## config.mk

```make
export PLATFORM = sky130hd
export DESIGN_NAME = dbg_capture_ctrl
export DESIGN_NICKNAME = d
export VERILOG_FILES = /design/src/rtl/dbg_capture_ctrl.sv
export SDC_FILE = /design/constraint.sdc
export NUM_CORES = 1
export LEC_CHECK = 0
export CAP_MARGIN = 20
export CORE_ASPECT_RATIO = 0.75
export CORE_MARGIN = 2
export CORE_UTILIZATION = 48
export CTS_BUF_LIST = sky130_fd_sc_hd__clkbuf_2
export CTS_CLUSTER_SIZE = 14
export DETAILED_ROUTE_END_ITERATION = 7
export PLACE_DENSITY = 0.78
export SYNTH_ARGS = -nofsm -noshare
export SYNTH_HDL_FRONTEND = slang
export SYNTH_SLANG_ARGS = --single-unit
```

## constraint.sdc

```tcl
create_clock -name clk -period 2.3 [get_ports clk]
set_input_delay 0.46 -clock clk [delete_from_list [all_inputs] [get_ports clk]]
set_output_delay 0.46 -clock clk [all_outputs]
set_load 0.02 [all_outputs]
```

## src/rtl/dbg_capture_ctrl.sv

```systemverilog
// ---------------------------------------------------------------------------
// dbg_capture_ctrl
//
// Capture sequencer for the debug RAM (RAM_DEPTH x DATA_WIDTH, 1R1W).
// Capture writes qualified ADC samples into the RAM as a circular
// pre-trigger buffer. It accepts one trigger, writes cfg_post_len further
// samples, and then stops. Readout streams the stored window out oldest-first,
// one sample per rd_req.
//
// Ports
//   clk, rst_n        system clock, asynchronous active-low reset
//   cfg_arm           pulse: restart capture (latches cfg_post_len)
//   cfg_abort         pulse: return to IDLE (wins over cfg_arm)
//   cfg_post_len      post-trigger sample count
//   smp_vld/data/trig qualified sample stream; the trigger counts only with smp_vld
//   sts_state         0=IDLE 1=PRE 2=POST 3=DONE (FSM debug view)
//   sts_wrapped       write pointer has wrapped since arm
//   sts_trig_addr     RAM address of the trigger sample
//   rd_req            pulse: fetch the next stored sample (DONE only)
//   rd_busy           a read is outstanding
//   rd_vld/data/last  registered read result; rd_last marks the final sample
//   ram_csa/wra/addra/dina   RAM write port (registered)
//   ram_csb/rdb/addrb        RAM read port (registered)
//   ram_doutb         RAM read data, READ_LATENCY cycles after the read command
//
// Handshake: rd_req is a single-cycle request. It is accepted only when
// rd_busy=0, the state is DONE and samples remain. Accepting a request raises
// rd_busy. rd_busy drops in the same cycle that rd_vld pulses.
// ---------------------------------------------------------------------------
module dbg_capture_ctrl #(
    parameter int RAM_DEPTH    = 4096,
    parameter int ADDR_WIDTH   = 12,
    parameter int DATA_WIDTH   = 16,
    parameter int READ_LATENCY = 1
) (
    input  logic                  clk,
    input  logic                  rst_n,
    input  logic                  cfg_arm,
    input  logic                  cfg_abort,
    input  logic [ADDR_WIDTH-1:0] cfg_post_len,
    input  logic                  smp_vld,
    input  logic [DATA_WIDTH-1:0] smp_data,
    input  logic                  smp_trig,
    output logic [1:0]            sts_state,
    output logic                  sts_wrapped,
    output logic [ADDR_WIDTH-1:0] sts_trig_addr,
    input  logic                  rd_req,
    output logic                  rd_busy,
    output logic                  rd_vld,
    output logic [DATA_WIDTH-1:0] rd_data,
    output logic                  rd_last,
    output logic                  ram_csa,
    output logic                  ram_wra,
    output logic [ADDR_WIDTH-1:0] ram_addra,
    output logic [DATA_WIDTH-1:0] ram_dina,
    output logic                  ram_csb,
    output logic                  ram_rdb,
    output logic [ADDR_WIDTH-1:0] ram_addrb,
    input  logic [DATA_WIDTH-1:0] ram_doutb
);

    typedef enum logic [1:0] {
        S_IDLE = 2'd0,
        S_PRE  = 2'd1,
        S_POST = 2'd2,
        S_DONE = 2'd3
    } state_t;

    localparam logic [ADDR_WIDTH:0]   DEPTH_CNT = (ADDR_WIDTH+1)'(RAM_DEPTH);
    localparam logic [ADDR_WIDTH:0]   CNT_ONE   = (ADDR_WIDTH+1)'(1);
    localparam logic [ADDR_WIDTH-1:0] PTR_ONE   = ADDR_WIDTH'(1);
    localparam logic [ADDR_WIDTH-1:0] PTR_MAX   = ADDR_WIDTH'(RAM_DEPTH - 1);

    state_t                  state, state_n;
    logic [ADDR_WIDTH-1:0]   wr_ptr;
    logic [ADDR_WIDTH-1:0]   post_len_q;
    logic [ADDR_WIDTH-1:0]   post_cnt;
    logic                    wrapped;
    logic [ADDR_WIDTH-1:0]   trig_addr;

    logic [ADDR_WIDTH-1:0]   rd_ptr;
    logic [ADDR_WIDTH:0]     rd_left;      // samples not yet issued
    logic                    cmd_last;     // last flag travelling with ram_csb
    logic [READ_LATENCY-1:0] rd_pipe;      // read command delay line
    logic [READ_LATENCY-1:0] last_pipe;

    logic                    wr_en;
    logic                    trig_hit;
    logic                    drop;
    logic                    rd_issue;
    logic [ADDR_WIDTH-1:0]   wr_ptr_n;
    logic                    wrapped_n;

    assign sts_state     = state;
    assign sts_wrapped   = wrapped;
    assign sts_trig_addr = trig_addr;

    // Both arm and abort discard any read in flight, so a stale sample from
    // the previous window can never appear after a restart.
    assign drop     = cfg_arm | cfg_abort;
    assign rd_issue = rd_req & ~rd_busy & (state == S_DONE) &
                      (rd_left != '0) & ~drop;

    // Post-write pointer and wrap flag. These values define the stored window
    // when DONE is entered in the same cycle as the final write.
    assign wr_ptr_n  = wr_en ? wr_ptr + PTR_ONE : wr_ptr;
    assign wrapped_n = wrapped | (wr_en & (wr_ptr == PTR_MAX));

    // ---------------------------------------------------------------- FSM
    always_comb begin
        state_n  = state;
        wr_en    = 1'b0;
        trig_hit = 1'b0;
        if (cfg_abort) begin
            state_n = S_IDLE;
        end else if (cfg_arm) begin
            state_n = S_PRE;
        end else begin
            case (state)
                S_PRE: begin
                    if (smp_vld) begin
                        wr_en = 1'b1;
                        if (smp_trig) begin
                            trig_hit = 1'b1;
                            state_n  = (post_len_q == '0) ? S_DONE : S_POST;
                        end
                    end
                end
                S_POST: begin
                    if (smp_vld) begin
                        wr_en = 1'b1;
                        if (post_cnt == PTR_ONE) state_n = S_DONE;
                    end
                end
                default: ;
            endcase
        end
    end

    always_ff @(posedge clk or negedge rst_n) begin
        if (!rst_n) state <= S_IDLE;
        else        state <= state_n;
    end

    // ------------------------------------------------------- capture path
    always_ff @(posedge clk or negedge rst_n) begin
        if (!rst_n) begin
            wr_ptr     <= '0;
            post_len_q <= '0;
            post_cnt   <= '0;
            wrapped    <= 1'b0;
            trig_addr  <= '0;
            ram_csa    <= 1'b0;
            ram_wra    <= 1'b0;
            ram_addra  <= '0;
            ram_dina   <= '0;
        end else begin
            ram_csa <= wr_en;
            ram_wra <= wr_en;
            if (wr_en) begin
                ram_addra <= wr_ptr;
                ram_dina  <= smp_data;
            end
            if (cfg_abort) begin
                // The window bookkeeping stays readable after an abort.
            end else if (cfg_arm) begin
                wr_ptr     <= '0;
                wrapped    <= 1'b0;
                trig_addr  <= '0;
                post_len_q <= cfg_post_len;
            end else begin
                wr_ptr  <= wr_ptr_n;
                wrapped <= wrapped_n;
                if (trig_hit) begin
                    trig_addr <= wr_ptr;
                    post_cnt  <= post_len_q;
                end else if (wr_en && state == S_POST) begin
                    post_cnt <= post_cnt - PTR_ONE;
                end
            end
        end
    end

    // ---------------------------------------------------------- read path
    always_ff @(posedge clk or negedge rst_n) begin
        if (!rst_n) begin
            rd_ptr    <= '0;
            rd_left   <= '0;
            cmd_last  <= 1'b0;
            rd_pipe   <= '0;
            last_pipe <= '0;
            rd_busy   <= 1'b0;
            rd_vld    <= 1'b0;
            rd_data   <= '0;
            rd_last   <= 1'b0;
            ram_csb   <= 1'b0;
            ram_rdb   <= 1'b0;
            ram_addrb <= '0;
        end else begin
            ram_csb <= rd_issue;
            ram_rdb <= rd_issue;

            // Readout restarts from the oldest sample on every entry to DONE.
            if (state_n == S_DONE && state != S_DONE) begin
                rd_ptr  <= wrapped_n ? wr_ptr_n : '0;
                rd_left <= wrapped_n ? DEPTH_CNT : {1'b0, wr_ptr_n};
            end else if (rd_issue) begin
                rd_ptr  <= rd_ptr + PTR_ONE;
                rd_left <= rd_left - CNT_ONE;
            end

            if (rd_issue) begin
                ram_addrb <= rd_ptr;
                cmd_last  <= (rd_left == CNT_ONE);
            end

            // rd_pipe[i] is high in the cycle i+1 after ram_csb. The top stage
            // marks the cycle in which ram_doutb carries the requested word.
            rd_pipe[0]   <= ram_csb & ~drop;
            last_pipe[0] <= cmd_last;
            for (int i = 1; i < READ_LATENCY; i++) begin
                rd_pipe[i]   <= rd_pipe[i-1] & ~drop;
                last_pipe[i] <= last_pipe[i-1];
            end

            rd_vld  <= rd_pipe[READ_LATENCY-1] & ~drop;
            rd_last <= rd_pipe[READ_LATENCY-1] & last_pipe[READ_LATENCY-1] & ~drop;
            if (rd_pipe[READ_LATENCY-1] && !drop) rd_data <= ram_doutb;

            if (drop)                                rd_busy <= 1'b0;
            else if (rd_issue)                       rd_busy <= 1'b1;
            else if (rd_pipe[READ_LATENCY-1])        rd_busy <= 1'b0;
        end
    end

endmodule

```

==> run_results.csv <==
group,metric,value,unit
critical_path,path_class,"reg -> reg",
finish,antenna_cells,0,
clock_network,clk_pin_slew,0.20,ns
detailed_routing,first_iter_violations,308,
finish,fin_nets,850,
detailed_routing,wl,16.6,mm
critical_path,reg2reg_setup_slack,-0.28,ns
placed_design,dp.cells,933,
placed_design,dp_hpwl,11.8,mm
clock_network,cts-buffers-inserted,17,
finish,area_growth,43.2,%
clock_network,cts_root_buffer,"clkbuf_2",
pwr,clkPwrFrac,25.3,%
sta,final.setup_skew,0.0309,ns
finish,fillers,927,
synthesis,avgSynthCellArea,11.0,um^2
critical_path,cp_cell_sequence,"inv_2, ha_4, or4_4, nor4_4, nor3_2, or3_1, buf_6, buf_12, o211ai_1, o31ai_2",
outcome,status,"finished with violations",
sta,worst_pin_slew,0.520,ns
floorplan,fp.dieW,137,um
detailed_routing,drc,0,
global_routing,grt_pass1_vias,5364,
synthesis,synth_edf_count,0,
global_routing,antenna_found_initial,0,
pwr,power_frac_seq,50.6,%
finish,stdcell_count,973,
pwr,power.leakage,5.04,nW
global_routing,grt_max_degree,63,
global_routing,grt_pass1_wl,26.9,mm
pwr,p_total,5.94,mW
critical_path,cp-start-kind,"flop",
floorplan,top_level_ports,129,
pwr,power.net_switching,1.83,mW
floorplan,die-area,14200,um^2
sta,post-route-period-util,112,%
critical_path,cp_data_arrival_time,3.18,ns
pwr,p_int,4.11,mW
sta,hold_violations,0,
placed_design,place.gp.congestion,0.926,
synthesis,ys_types,55,
detailed_routing,antenna_left,0,
finish,reg_top3,"ram_dina (16), rd_data (16), rd_left (13)",
sta,relSlewSlack,65.1,%
critical_path,critical_path_peak_fanout,22,
floorplan,rows,36,
synthesis,ys_seq_elements,140,
detailed_routing,drt_pre_antenna_iters,5,
synthesis,async_flop_share,100,%
pwr,ir_drop,0.524,mV
critical_path,crit_path_max_incr_delay,0.45,ns
pwr,switching_share,30.8,%
synthesis,yosysWarnings,0,
sta,finalSetupViolCount,24,
floorplan,die_y,104,um
clock_network,cts_tree,"yes",
floorplan,core,13000,um^2
detailed_routing,routed_via_density,5.50,
clock_network,cts_buffer_depth,2,
detailed_routing,vias,5349,
global_routing,grtUsageTotal,24.3,%
sta,timing.final.ws_setup,-0.278,ns
synthesis,synth-seq-area-share,55.1,%
finish,utilization,70.2,%
sta,rsz0062_at_grt,"yes",
sta,fin_crit,2.58,ns
synthesis,synthCells,578,
global_routing,global_route.overflow_total,0,
floorplan,initial_core_util,49.0,%
sta,fmax,388,MHz
clock_network,clkSinkCount,140,
pwr,power_frac_comb,24.2,%
worst_hold_path,min_path_type,"in -> async",
detailed_routing,wire_per_inst,17.0,um
clock_network,clock_latency,0.73,ns
outcome,violations,"negative setup slack",
placed_design,numPortBuffers,128,
pwr,p_per_area,652,nW/um^2
sta,slew_viol_final,0,
critical_path,cp-end-kind,"flop",
finish,drive_gt1_share,27.9,%
synthesis,ys.flop_type,"dfrtp_1",
flow_run,maxCapViolCount,0,
sta,worst_hold_slack,0.181,ns
synthesis,syn_area,6360,um^2
critical_path,cp.required,2.90,ns
synthesis,syn_nets,639,
critical_path,worst_path_max_delay_cell,"dfrtp_2",
clock_network,cts_max_level,4,
placed_design,preCtsSetupSlack,-0.450,ns
-- power by group through the flow --
stage                     combinational (mW)  clock [mW]  sequential (mW)
after floorplan                        0.532           0             3.13
after detailed placement                1.39           0             3.03
final                                   1.44        1.50             3.00
after global placement                  1.36           0             3.01
after global routing                    1.56        1.64             3.04
after CTS                               1.42        1.54             2.99
-- final cells by class --
class | count | area (um^2) | share of cell area [%]
timing repair buffer | 224 | 2230 | 24.5
tap | 171 | 214 | 2.35
clock buffer | 20 | 100 | 1.10
sequential | 140 | 3510 | 38.5
multi-input combinational | 392 | 2860 | 31.4
inverter | 14 | 52.6 | 0.577
clock inverter | 12 | 148 | 1.62
-- cells in the mapped netlist, types with 9 or more instances --
cell / instances / area [um^2]
clkbuf_1: 21 / 78.8
xnor2_1: 19 / 166
a22o_1: 14 / 123
inv_1: 14 / 52.6
xor2_1: 9 / 78.8
nor2_1: 24 / 90.1
o21ai_0: 34 / 170
mux2_2: 57 / 642
nor3_1: 11 / 55.1
nor4_1: 15 / 93.8
nand2_1: 73 / 274
ha_1: 10 / 125
dfrtp_1: 140 / 3500
nand4_1: 10 / 62.6
a21oi_1: 36 / 180
-- stage by stage --
stage | area (um^2) | TNS (ns)
floorplan | 6380 | -2.61
global placement | 8470 | -13.47
detailed placement | 8470 | -18.07
CTS | 8850 | -5.00
global route | 9110 | -6.78
finish | 9110 | -4.43
-- logic make-up (layout without fill, tap and decap cells) --
family	Yosys count	after routing	share of synthesized area (%)
flops	140	140	55.1
simple gates	179	179	14.3
compound gates	117	117	11.6
xor+xnor	28	28	3.86
mux	58	58	10.2
buf+inv	46	270	2.95
fa+ha+maj	10	10	1.97
-- final timing paths --
kind,start,endpoint,depth (start not counted)
min in group clk,ram_doutb[6],rd_data[6]$_DFFE_PN0P_,2
min,rst_n,sts_state[0]$_DFF_PN0_,2
max,sts_state[0]$_DFF_PN0_,rd_left[1]$_DFFE_PN0P_,10
max in group asynchronous,rst_n,post_cnt[11]$_DFFE_PN0P_,3
max reg2reg,sts_state[0]$_DFF_PN0_,rd_left[1]$_DFFE_PN0P_,10
min reg2reg,cmd_last$_DFFE_PN0P_,last_pipe$_DFF_PN0_,0
-- per-layer routing --
layer / wire (um) / GRT usage, % / up-vias
met5: 0 / 0 / -
met4: 286 / 7.22 / 0
met3: 1360 / 8.66 / 24
met2: 7500 / 36.5 / 208
met1: 7440 / 33.3 / 2623
li1: - / - / 2494
-- cell usage in the layout, fill, tap and decap left out, types with 14 or more instances in the layout --
| cell | count |
|---|---|
| clkbuf_2 | 20 |
| a21oi_1 | 24 |
| dlymetal6s2s_1 | 60 |
| nor2_1 | 23 |
| a22o_1 | 14 |
| dfrtp_1 | 138 |
| o21ai_0 | 28 |
| xnor2_1 | 18 |
| buf_4 | 86 |
| clkdlybuf4s50_1 | 59 |
| nand2_1 | 71 |
| mux2_2 | 56 |
-- critical path: cells and delay by family (launching register included) --
kind                     cells  cell delay (ns)
AO/OA/AOI/OAI                2             0.22
adder cells (fa/ha/maj)      1             0.21
buffers and inverters        3             0.40
flip-flops                   1             0.45
AND/OR/NAND/NOR              4             1.16
-- repair_timing --
action / CTS / global route
pin swaps: 2 / 6
hold buffers: 1 / 0
resized for setup: 33 / 79
setup buffers: 3 / 4
hold endpoints to repair: 87 / 0
cloned: 0 / 0
endpoints found under the setup margin: 36 / 99
Power figures use the tool's default switching activity.
